===== src/rtl/i2c_reg_target_pkg.sv =====
// Shared types and constants for the I2C register target.
// FSM encoding, R/W bit values, register count and line-event bundle.
package i2c_reg_target_pkg;

    localparam int   I2C_NREGS    = 4;
    localparam logic I2C_RW_WRITE = 1'b0;
    localparam logic I2C_RW_READ  = 1'b1;

    typedef enum logic [3:0] {
        ST_IDLE,
        ST_ADDR,
        ST_ADDR_ACK,
        ST_PTR,
        ST_PTR_ACK,
        ST_WDATA,
        ST_WDATA_ACK,
        ST_RDATA,
        ST_RDATA_ACK
    } i2c_state_t;

    typedef struct packed {
        logic sda;
        logic scl_rise;
        logic scl_fall;
        logic start;
        logic stop;
    } i2c_line_t;

    function automatic logic maj3(input logic [2:0] v);
        return (v[0] & v[1]) | (v[0] & v[2]) | (v[1] & v[2]);
    endfunction

endpackage


===== src/rtl/i2c_line_cond.sv =====
// SCL/SDA conditioning: 2-flop sync, optional majority filter, event detect.
// Define I2C_TGT_GLITCH_FILTER_EN to add the 3-sample filter (4 clk latency).
module i2c_line_cond
    import i2c_reg_target_pkg::*;
(
    input  logic      clk,
    input  logic      rst,
    input  logic      scl_i,
    input  logic      sda_i,
    output i2c_line_t line_o
);

    logic [1:0] scl_sync_q, scl_sync_d;
    logic [1:0] sda_sync_q, sda_sync_d;
    logic       scl_c, sda_c;
    logic       scl_prev_q, sda_prev_q;

    always_comb begin
        scl_sync_d = {scl_sync_q[0], scl_i};
        sda_sync_d = {sda_sync_q[0], sda_i};
    end

    always_ff @(posedge clk or posedge rst) begin
        if (rst) begin
            scl_sync_q <= 2'b11;
            sda_sync_q <= 2'b11;
        end else begin
            scl_sync_q <= scl_sync_d;
            sda_sync_q <= sda_sync_d;
        end
    end

`ifdef I2C_TGT_GLITCH_FILTER_EN
    logic [1:0] scl_win_q, scl_win_d;
    logic [1:0] sda_win_q, sda_win_d;
    logic       scl_flt_q, scl_flt_d;
    logic       sda_flt_q, sda_flt_d;

    always_comb begin
        scl_win_d = {scl_win_q[0], scl_sync_q[1]};
        sda_win_d = {sda_win_q[0], sda_sync_q[1]};
        scl_flt_d = maj3({scl_win_q, scl_sync_q[1]});
        sda_flt_d = maj3({sda_win_q, sda_sync_q[1]});
    end

    always_ff @(posedge clk or posedge rst) begin
        if (rst) begin
            scl_win_q <= 2'b11;
            sda_win_q <= 2'b11;
            scl_flt_q <= 1'b1;
            sda_flt_q <= 1'b1;
        end else begin
            scl_win_q <= scl_win_d;
            sda_win_q <= sda_win_d;
            scl_flt_q <= scl_flt_d;
            sda_flt_q <= sda_flt_d;
        end
    end

    assign scl_c = scl_flt_q;
    assign sda_c = sda_flt_q;
`else
    assign scl_c = scl_sync_q[1];
    assign sda_c = sda_sync_q[1];
`endif

    always_ff @(posedge clk or posedge rst) begin
        if (rst) begin
            scl_prev_q <= 1'b1;
            sda_prev_q <= 1'b1;
        end else begin
            scl_prev_q <= scl_c;
            sda_prev_q <= sda_c;
        end
    end

    // START/STOP need SCL stable high across the SDA transition
    always_comb begin
        line_o.sda      = sda_c;
        line_o.scl_rise = scl_c & ~scl_prev_q;
        line_o.scl_fall = ~scl_c & scl_prev_q;
        line_o.start    = scl_c & scl_prev_q & sda_prev_q & ~sda_c;
        line_o.stop     = scl_c & scl_prev_q & ~sda_prev_q & sda_c;
    end

endmodule


===== src/rtl/i2c_reg_target.sv =====
// I2C target exposing four 8-bit registers behind an auto-incrementing pointer.
// Optional input glitch filter: define I2C_TGT_GLITCH_FILTER_EN.
module i2c_reg_target
    import i2c_reg_target_pkg::*;
#(
    parameter logic [6:0]  TGT_ADDR = 7'h10,
    parameter logic [31:0] REG_INIT = 32'h78563412
) (
    input  logic       clk,
    input  logic       rst,
    input  logic       scl_i,
    input  logic       sda_i,
    output logic       sda_oen,
    input  logic [1:0] host_addr,
    output logic [7:0] host_rdata,
    output logic       wr_pulse,
    output logic       busy
);

    i2c_line_t ln;

    i2c_line_cond u_line (
        .clk   (clk),
        .rst   (rst),
        .scl_i (scl_i),
        .sda_i (sda_i),
        .line_o(ln)
    );

    i2c_state_t                     state_q, state_d;
    logic [3:0]                     cnt_q, cnt_d;
    logic [7:0]                     sh_q, sh_d;
    logic                           rw_q, rw_d;
    logic [1:0]                     ptr_q, ptr_d;
    logic [I2C_NREGS-1:0][7:0]      regs_q, regs_d;
    logic                           sda_oen_q, sda_oen_d;
    logic                           busy_q, busy_d;
    logic                           wr_pulse_q, wr_pulse_d;

    always_comb begin
        state_d    = state_q;
        cnt_d      = cnt_q;
        sh_d       = sh_q;
        rw_d       = rw_q;
        ptr_d      = ptr_q;
        regs_d     = regs_q;
        sda_oen_d  = sda_oen_q;
        busy_d     = busy_q;
        wr_pulse_d = 1'b0;
        if (ln.stop) begin
            state_d   = ST_IDLE;
            sda_oen_d = 1'b1;
            busy_d    = 1'b0;
        end else if (ln.start) begin
            state_d   = ST_ADDR;
            cnt_d     = 4'd0;
            sh_d      = 8'h00;
            sda_oen_d = 1'b1;
        end else if (ln.scl_rise) begin
            if (state_q != ST_IDLE) begin
                sh_d  = {sh_q[6:0], ln.sda};
                cnt_d = cnt_q + 4'd1;
            end
        end else if (ln.scl_fall) begin
            // SDA only moves here, so it is stable while SCL is high
            unique case (state_q)
                ST_ADDR: begin
                    if (cnt_q == 4'd8) begin
                        cnt_d = 4'd0;
                        if (sh_q[7:1] == TGT_ADDR) begin
                            state_d   = ST_ADDR_ACK;
                            rw_d      = sh_q[0];
                            sda_oen_d = 1'b0;
                            busy_d    = 1'b1;
                        end else begin
                            state_d = ST_IDLE;
                            busy_d  = 1'b0;
                        end
                    end
                end
                ST_ADDR_ACK: begin
                    cnt_d = 4'd0;
                    unique case (rw_q)
                        I2C_RW_WRITE: begin
                            state_d   = ST_PTR;
                            sda_oen_d = 1'b1;
                        end
                        I2C_RW_READ: begin
                            state_d   = ST_RDATA;
                            sda_oen_d = regs_q[ptr_q][7];
                        end
                        default: ;
                    endcase
                end
                ST_PTR: begin
                    if (cnt_q == 4'd8) begin
                        state_d   = ST_PTR_ACK;
                        ptr_d     = sh_q[1:0];
                        sda_oen_d = 1'b0;
                    end
                end
                ST_PTR_ACK, ST_WDATA_ACK: begin
                    state_d   = ST_WDATA;
                    cnt_d     = 4'd0;
                    sda_oen_d = 1'b1;
                end
                ST_WDATA: begin
                    if (cnt_q == 4'd8) begin
                        state_d       = ST_WDATA_ACK;
                        regs_d[ptr_q] = sh_q;
                        wr_pulse_d    = 1'b1;
                        ptr_d         = ptr_q + 2'd1;
                        sda_oen_d     = 1'b0;
                    end
                end
                ST_RDATA: begin
                    if (cnt_q == 4'd8) begin
                        state_d   = ST_RDATA_ACK;
                        ptr_d     = ptr_q + 2'd1;
                        sda_oen_d = 1'b1;
                    end else begin
                        sda_oen_d = regs_q[ptr_q][3'd7 - cnt_q[2:0]];
                    end
                end
                ST_RDATA_ACK: begin
                    cnt_d = 4'd0;
                    if (!sh_q[0]) begin
                        state_d   = ST_RDATA;
                        sda_oen_d = regs_q[ptr_q][7];
                    end else begin
                        state_d   = ST_IDLE;
                        sda_oen_d = 1'b1;
                        busy_d    = 1'b0;
                    end
                end
                default: ;
            endcase
        end
    end

    always_ff @(posedge clk or posedge rst) begin
        if (rst) begin
            state_q    <= ST_IDLE;
            cnt_q      <= 4'd0;
            sh_q       <= 8'h00;
            rw_q       <= 1'b0;
            ptr_q      <= 2'd0;
            regs_q     <= REG_INIT;
            sda_oen_q  <= 1'b1;
            busy_q     <= 1'b0;
            wr_pulse_q <= 1'b0;
        end else begin
            state_q    <= state_d;
            cnt_q      <= cnt_d;
            sh_q       <= sh_d;
            rw_q       <= rw_d;
            ptr_q      <= ptr_d;
            regs_q     <= regs_d;
            sda_oen_q  <= sda_oen_d;
            busy_q     <= busy_d;
            wr_pulse_q <= wr_pulse_d;
        end
    end

    assign sda_oen    = sda_oen_q;
    assign busy       = busy_q;
    assign wr_pulse   = wr_pulse_q;
    assign host_rdata = regs_q[host_addr];

endmodule


===== config.mk =====
export PLATFORM = sky130hd
export DESIGN_NAME = i2c_reg_target
export DESIGN_NICKNAME = d
export VERILOG_FILES = /design/src/rtl/i2c_reg_target_pkg.sv /design/src/rtl/i2c_line_cond.sv /design/src/rtl/i2c_reg_target.sv
export SDC_FILE = /design/constraint.sdc
export NUM_CORES = 1
export LEC_CHECK = 0
export CAP_MARGIN = 10
export CORE_MARGIN = 5
export CORE_UTILIZATION = 35
export CTS_CLUSTER_SIZE = 30
export DETAILED_ROUTE_END_ITERATION = 8
export PLACE_DENSITY_LB_ADDON = 0.08
export REMOVE_ABC_BUFFERS = 1
export SKIP_CTS_REPAIR_TIMING = 1
export SLEW_MARGIN = 20
export SYNTH_ARGS = -nofsm -noshare
export SYNTH_HDL_FRONTEND = slang
export SYNTH_SLANG_ARGS = --single-unit

===== constraint.sdc =====
create_clock -name clk -period 2.5 [get_ports clk]
set_input_delay 0.25 -clock clk [delete_from_list [all_inputs] [get_ports clk]]
set_output_delay 0.25 -clock clk [all_outputs]
set_load 0.01 [all_outputs]

==> out/qor.tcl, run 1 <==
set qor(r2r_start) {ptr_q[0]$_DFFE_PP0P_}
set qor(post_dp_cell_area_sq_um) 3810
set qor(antenna_found_initial) 0
set qor(totalNegativeSetupSlack_ns) 0
set qor(antennaDiodeCount) 0
set qor(status) {complete, no violations}
set qor(layout_setup_ws_ns) 0.3485
set qor(ys_async_sr_fraction) 1.000
set qor(placed_cells) 411
set qor(final.period_utilization) 0.8606
set qor(critPathMaxFanout) 5
set qor(final.setup_skew_ns) 0.01002
set qor(avgViaCountPerCell) 5.157
set qor(synth_xor_xnor_area_share) 0
set qor(synth_top_family_by_area) {multiplexers}
set qor(muxShareOfSynthArea) 0.2741
set qor(yosys.area_share.adder) 0.02172
set qor(area_delta_synth_final_pct) 17.45
set qor(drtPass1Iterations) 4
set qor(placement.io_buffers) 16
set qor(synth-edff-count) 0
set qor(tritoncts) {built}
set qor(yosys_most_used_dff) {sky130_fd_sc_hd__dfrtp_1}
set qor(filler_cell_count) 919
set qor(synth.yosys.seq_area_share) 0.4417
set qor(dr_total_vias) 2202
set qor(preCtsSetupSlack_ns) 0.3323
set qor(criticalPathCategory) {input pin to primary output}
set qor(critical_path_s_slowest_cell) {sky130_fd_sc_hd__mux4_2}
set qor(worstPathCellList) {clkdlybuf4s50_1 -> buf_4 -> mux4_2 -> clkdlybuf4s50_1}
set qor(cp.arrival_ns) 1.90
set qor(num_io_pins) 17
set qor(drt-total-wl_mm) 7.922
set qor(synth.avg_cell_area_sq_um) 13.19
set qor(power.leakage_nw) 1.814
set qor(critical_path_buf_inv_count) 3
set qor(syn-instance-count) 262
set qor(report.final.hold_viol_count) 0
set qor(cts-htree-levels) 3
set qor(max_freq_mhz) 464.8
set qor(power.share.switching) 0.2557
set qor(drt-initial-drc-count) 104
set qor(ctsRootBufferMaster) {sky130_fd_sc_hd__clkbuf_8}
set qor(ys_ff_latch) 60
set qor(route.antenna.remaining_nets) 0
set qor(drv_cap) 0
set qor(critPathMostFrequentCell) {sky130_fd_sc_hd__clkdlybuf4s50_1}
set qor(grt-ovfl-total) 0
set qor(synth_compound_area_frac) 0.08907
set qor(crit_family) {buffers and inverters}
set qor(die_w_um) 109.4
set qor(clk_path_buf_depth) 2
set qor(ys_types) 58
set qor(placeableCoreArea_sq_um) 9684
set qor(clock_power_share) 0.455
set qor(die_area_sq_um) 11960
set qor(drc_errors) 0
set qor(final_cell_count_no_fill) 427
set qor(worst_slew_margin_rel) 0.5838
set qor(unrepaired_setup_endpoints_after_global_routing) {no}
set qor(die_height_um) 109.4
set qor(r2r_setup_slack_ns) 0.39
set qor(startpoint_type) {input pin}
set qor(finalCriticalPeriod_ns) 2.151
set qor(grt_util_all_layers) 0.1460
set qor(critical_path.endpoint_type) {primary output}
set qor(worst_pin_slew_ns) 0.6235
set qor(dp_hpwl_mm) 5.452
set qor(initial_utilization) 0.3568
set qor(critPathRequiredTime_ns) 2.25
set qor(synth_top_cell_area_share) 0.2896
set qor(share_comb_of_total_power) 0.101
set qor(num_rows) 36
set qor(finalMaxSlewViolations) 0
set qor(synth.yosys.warnings) 0
set qor(syn_area_sq_um) 3456
set qor(netlist.top_cell.by_area) {sky130_fd_sc_hd__dfrtp_1}
set qor(grt_max_degree) 28
set qor(p_per_area_nw_per_um2) 595.6
set qor(final_setup_violations) 0
set qor(crit_path_max_incr_delay_ns) 0.50
set qor(final_stage_net_count) 301
set qor(total_switching_power_uw) 618.2
set qor(sequentialPowerShare) 0.444
set qor(min_path_type) {input pin to asynchronous set/reset pin}
set qor(avgRoutedWirePerCell_um) 18.55
set qor(ir_worst_vdd_uv) 296.4
set qor(place.gp.congestion) 0.7647
set qor(synthSimpleGateAreaFrac) 0.1441
set qor(first_element_of_the_critical_path) {host_addr[0]}
set qor(cts_inserted_buffers) 9
set qor(cts.sinks) 60
set qor(grt_pass1_wl_mm) 12.96
set qor(via_count_of_the_first_global_routing_pass) 2259
set qor(cellInternalPower_mw) 1.799
set qor(final_layout_size_suffix_gt1_frac) 0.3639
set qor(clk-insertion-delay-late_ns) 0.34
set qor(yosys-top-cells-area) {sky130_fd_sc_hd__dfrtp_1 (29%), sky130_fd_sc_hd__dfstp_2 (15%), sky130_fd_sc_hd__mux2_4 (14%)}
set qor(final_cell_area_sq_um) 4059
set qor(cts.reportedPaths.clkPinSlew_ns) 0.08
==> registers in the layout, summed over array words and instances (netlist names) <==
register and flops:
regs_q 32, busy 1, state_q 4, u_line.scl_sync_q 2, ptr_q 2, wr_pulse 1
rw_q 1, sh_q 8, u_line.sda_prev_q 1, u_line.sda_sync_q 2, u_line.scl_prev_q 1, cnt_q 4
sda_oen 1
==> kinds of logic after synthesis <==
kind of cell / after synthesis
adders and majority gates: 6
DFF: 60
muxes: 57
buffers and inverters: 19
AOI/OAI and AO/OA: 45
and+or+nand+nor: 75
==> per-layer routing <==
metal	wire length, um	GRT usage	up-vias
met1	3892	0.2047	1132
met4	108	0.04541	0
li1	-	-	1030
met3	220	0.03699	9
met5	0	0	-
met2	3700	0.2223	31
==> final timing paths <==
path,endpoint,cells after the start
min in group clk,u_line.sda_sync_q[0]$_DFF_PP1_,1
max in group asynchronous,regs_q[12]$_DFFE_PP1P_,3
min,regs_q[9]$_DFFE_PP0P_,2
min reg2reg,u_line.scl_sync_q[1]$_DFF_PP1_,0
max reg2reg,sda_oen$_DFFE_PP1P_,5
max,host_rdata[0],4
==> final cells by class <==
class	instances	area [sq um]	area share
clock inverter	6	111.4	0.02744
timing repair buffer	28	262.8	0.06473
tap	133	166.4	0.04100
inverter	7	26.28	0.006473
clock buffer	10	137.6	0.03391
multi-input combinational	183	1828	0.4504
sequential	60	1526	0.3761
==> power by group through the flow <==
stage	combinational, mW	sequential (mW)	clock, mW
2_1_floorplan	0.138	1.08	0
3_3_place_gp	0.245	1.09	0
3_5_place_dp	0.244	1.09	0
4_1_cts	0.247	1.07	1.13
5_1_grt	0.276	1.08	1.18
6_report	0.245	1.07	1.10
==> Yosys cell counts, drive strengths merged, types with 3 or more instances <==
library cell,instances
nand3,5
o21ai,15
nor2b,4
nor2,10
nand4b,3
a21oi,7
mux2i,8
nor3,3
ha,6
dfrtp,40
o22ai,3
clkbuf,4
nand2b,3
dfstp,20
buf,8
nand2,29
mux4,15
and3,5
mux2,34
a31oi,4
nand3b,4
inv,7
==> cells in the final DEF, fill, tap and decap left out, drive strengths merged, types with 5 or more instances in the layout <==
| master | synthesis | routed |
|---|---|---|
| ha | 6 | 6 |
| clkbuf | 4 | 10 |
| mux2i | 8 | 8 |
| nand3 | 5 | 5 |
| clkdlybuf4s50 | 0 | 16 |
| inv | 7 | 7 |
| and3 | 5 | 5 |
| a21oi | 7 | 7 |
| dfstp | 20 | 20 |
| mux4 | 15 | 15 |
| mux2 | 34 | 34 |
| o21ai | 15 | 15 |
| buf | 8 | 12 |
| dfrtp | 40 | 40 |
| nor2 | 10 | 10 |
| nand2 | 29 | 29 |
==> through the flow <==
step,hold slack (ns),power [mW],util
2_1_floorplan,0.2545,1.221,-
3_3_place_gp,0.3462,1.336,0.3934
3_5_place_dp,0.3484,1.335,0.3934
4_1_cts,0.2956,2.453,0.4191
5_1_grt,0.2888,2.534,0.4191
6_report,0.3112,2.418,0.4191
Note: power is estimated with default switching activity, not from simulation.
==> inputs of run 2 (changes only) <==
--- a/config.mk
+++ b/config.mk
@@ -10,6 +10,7 @@
 export CORE_UTILIZATION = 35
 export CTS_CLUSTER_SIZE = 30
 export DETAILED_ROUTE_END_ITERATION = 8
+export HOLD_SLACK_MARGIN = 0.1
 export PLACE_DENSITY_LB_ADDON = 0.08
 export REMOVE_ABC_BUFFERS = 1
 export SKIP_CTS_REPAIR_TIMING = 1
==> results of run 2 <==
The final DEF is identical to that of run 1; final timing and power are the same.
==> inputs of run 3 (changes only) <==
--- a/config.mk
+++ b/config.mk
@@ -6,8 +6,7 @@
 export NUM_CORES = 1
 export LEC_CHECK = 0
 export CAP_MARGIN = 10
-export CORE_MARGIN = 5
-export CORE_UTILIZATION = 35
+export CORE_UTILIZATION = 25
 export CTS_CLUSTER_SIZE = 30
 export DETAILED_ROUTE_END_ITERATION = 8
 export HOLD_SLACK_MARGIN = 0.1
==> run 3 against run 2 <==
Effect of this change: clock skew fell by 0.0049 ns; cell count rose by 9.6%; worst hold slack improved by 0.014 ns; register-to-register slack got worse by 0.03 ns; first-iteration DRC count fell by 15%; utilization fell by 11 points; via count rose by 0.14%; count of clock-buffer cells in the layout did not move; critical path depth did not move; sequential power barely moved; combinational power fell by 13%; highest routed layer unchanged.
==> out/qor.tcl, run 3 (same netlist as run 1, synthesis figures left out) <==
set qor(drc_errors) 0
set qor(antenna_found_initial) 0
set qor(die_w_um) 119.6
set qor(post_dp_cell_area_sq_um) 3861
set qor(worstPathCellList) {clkdlybuf4s50_1 -> buf_12 -> mux4_2 -> clkdlybuf4s50_1}
set qor(avgViaCountPerCell) 4.712
set qor(antennaDiodeCount) 0
set qor(placeableCoreArea_sq_um) 13350
set qor(place.gp.congestion) 0.7116
set qor(route.antenna.remaining_nets) 0
set qor(totalNegativeSetupSlack_ns) 0
set qor(grt_pass1_wl_mm) 13.34
set qor(multi_input_gate_area_sq_um) 1828
set qor(layout.cells.most_common_list) {sky130_fd_sc_hd__dfrtp_1 (40), sky130_fd_sc_hd__mux2_4 (32), sky130_fd_sc_hd__nand2_1 (25)}
set qor(finalMaxSlewViolations) 0
set qor(dp_hpwl_mm) 5.724
set qor(critical_path_buf_inv_count) 3
set qor(initial_utilization) 0.2589
set qor(worst_slew_margin_rel) 0.6385
set qor(grt-ovfl-total) 0
set qor(critPathMaxFanout) 8
set qor(avgRoutedWirePerCell_um) 17.61
set qor(critical_path.endpoint_type) {primary output}
set qor(final.setup_skew_ns) 0.005109
set qor(report.final.hold_viol_count) 0
set qor(register_area_sq_um) 1526
set qor(grt_max_degree) 61
set qor(cts.sinks) 60
set qor(p_per_area_nw_per_um2) 635.6
set qor(cts_inserted_buffers) 9
set qor(grt_util_all_layers) 0.1290
set qor(die_area_sq_um) 14300
set qor(drt-total-wl_mm) 8.240
set qor(largest_register_ffs) 32
set qor(share_of_the_core_filled_with_cells_in_the_final_layout) 0.3137
set qor(final_common_cell) {sky130_fd_sc_hd__dfrtp_1}
set qor(final_stage_net_count) 299
set qor(final_layout_size_suffix_gt1_frac) 0.3596
set qor(cts.reportedPaths.clkPinSlew_ns) 0.05
set qor(startpoint_type) {input pin}
set qor(ir_worst_vdd_uv) 309.2
set qor(drt-initial-drc-count) 88
set qor(status) {complete, no violations}
set qor(placement.io_buffers) 16
set qor(clk_path_buf_depth) 2
set qor(filler_cell_count) 1369
set qor(cp.arrival_ns) 1.92
set qor(via_count_of_the_first_global_routing_pass) 2210
set qor(largest_registers) {regs_q (32), sh_q (8)}
set qor(reg2reg_to) {sda_oen$_DFFE_PP1P_}
set qor(clk-insertion-delay-late_ns) 0.33
set qor(drtPass1Iterations) 4
set qor(final_cell_area_sq_um) 4188
set qor(final.period_utilization) 0.8698
set qor(critPathRequiredTime_ns) 2.25
set qor(reg2reg_depth) 5
set qor(ctsRootBufferMaster) {sky130_fd_sc_hd__clkbuf_16}
set qor(crit_family) {buffers and inverters}
set qor(num_io_pins) 17
set qor(drv_cap) 0
set qor(r2r_setup_slack_ns) 0.36
set qor(largest-register) {regs_q}
set qor(first_element_of_the_critical_path) {host_addr[0]}
set qor(die_height_um) 119.6
set qor(power.leakage_nw) 1.837
set qor(max_freq_mhz) 459.9
set qor(tritoncts) {built}
set qor(criticalPathCategory) {input pin to primary output}
set qor(r2r_start) {ptr_q[0]$_DFFE_PP0P_}
set qor(critical_path_s_slowest_cell) {sky130_fd_sc_hd__mux4_2}
set qor(finalCriticalPeriod_ns) 2.175
set qor(area_delta_synth_final_pct) 21.18
set qor(finalHoldWorstSlack_ns) 0.3248
set qor(min_path_type) {input pin to asynchronous set/reset pin}
set qor(critPathMostFrequentCell) {sky130_fd_sc_hd__clkdlybuf4s50_1}
set qor(unrepaired_setup_endpoints_after_global_routing) {no}
set qor(worst_pin_slew_ns) 0.5423
set qor(final_setup_violations) 0
set qor(num_rows) 42
set qor(crit_path_max_incr_delay_ns) 0.52
set qor(cts-htree-levels) 3
set qor(dr_total_vias) 2205
==> run 3: worst reg2reg max path, cell delays in order, from the launching register on <==
cell,delay (ns)
sky130_fd_sc_hd__dfrtp_1,0.68
sky130_fd_sc_hd__mux4_1,0.70
sky130_fd_sc_hd__mux2i_1,0.17
sky130_fd_sc_hd__o2111ai_1,0.14
sky130_fd_sc_hd__a31oi_1,0.29
sky130_fd_sc_hd__o21ai_1,0.09
==> run 3: metrics by stage <==
stage                     instances  worst slack [ns]  total power, mW
final                           468            0.3255            2.662
after global routing            468            0.2347            2.790
after CTS                       468            0.3024            2.717
after detailed placement        452            0.3038            1.331
after global placement          452            0.2965            1.335
after floorplan                 250            0.5834            1.221
==> run 3: cell type report <==
class,instances,area share
multi-input cells,183,0.4365
inverters,7,0.006274
well taps,176,0.05258
clock inverters,6,0.02091
flip-flops and latches,60,0.3645
clock buffers,10,0.05707
repair buffers,26,0.06215
==> run 3: layer usage <==
layer,up-vias,global-route usage,share of wire
li1,1032,-,-
met1,1126,0.1771,0.48
met2,36,0.1857,0.46
met3,11,0.03707,0.041
met4,0,0.06094,0.018
met5,-,0,0
==> run 3: worst max path at each step <==
stage                             endpoint  slack (ns)  depth (start not counted)
floorplan           regs_q[11]$_DFFE_PP0P_        0.58                          7
global placement             host_rdata[7]        0.30                          4
detailed placement           host_rdata[7]        0.30                          4
CTS                          host_rdata[7]        0.30                          4
global route         regs_q[5]$_DFFE_PP0P_        0.23                          7
finish                       host_rdata[7]        0.33                          4
==> run 3: power breakdown <==
| part | switching, mW | internal [mW] | total, mW |
|---|---|---|---|
| clock | 0.455 | 0.897 | 1.35 |
| sequential | 0.0843 | 1.01 | 1.10 |
| combinational | 0.120 | 0.0933 | 0.214 |
| total | 0.659 | 2.00 | 2.66 |
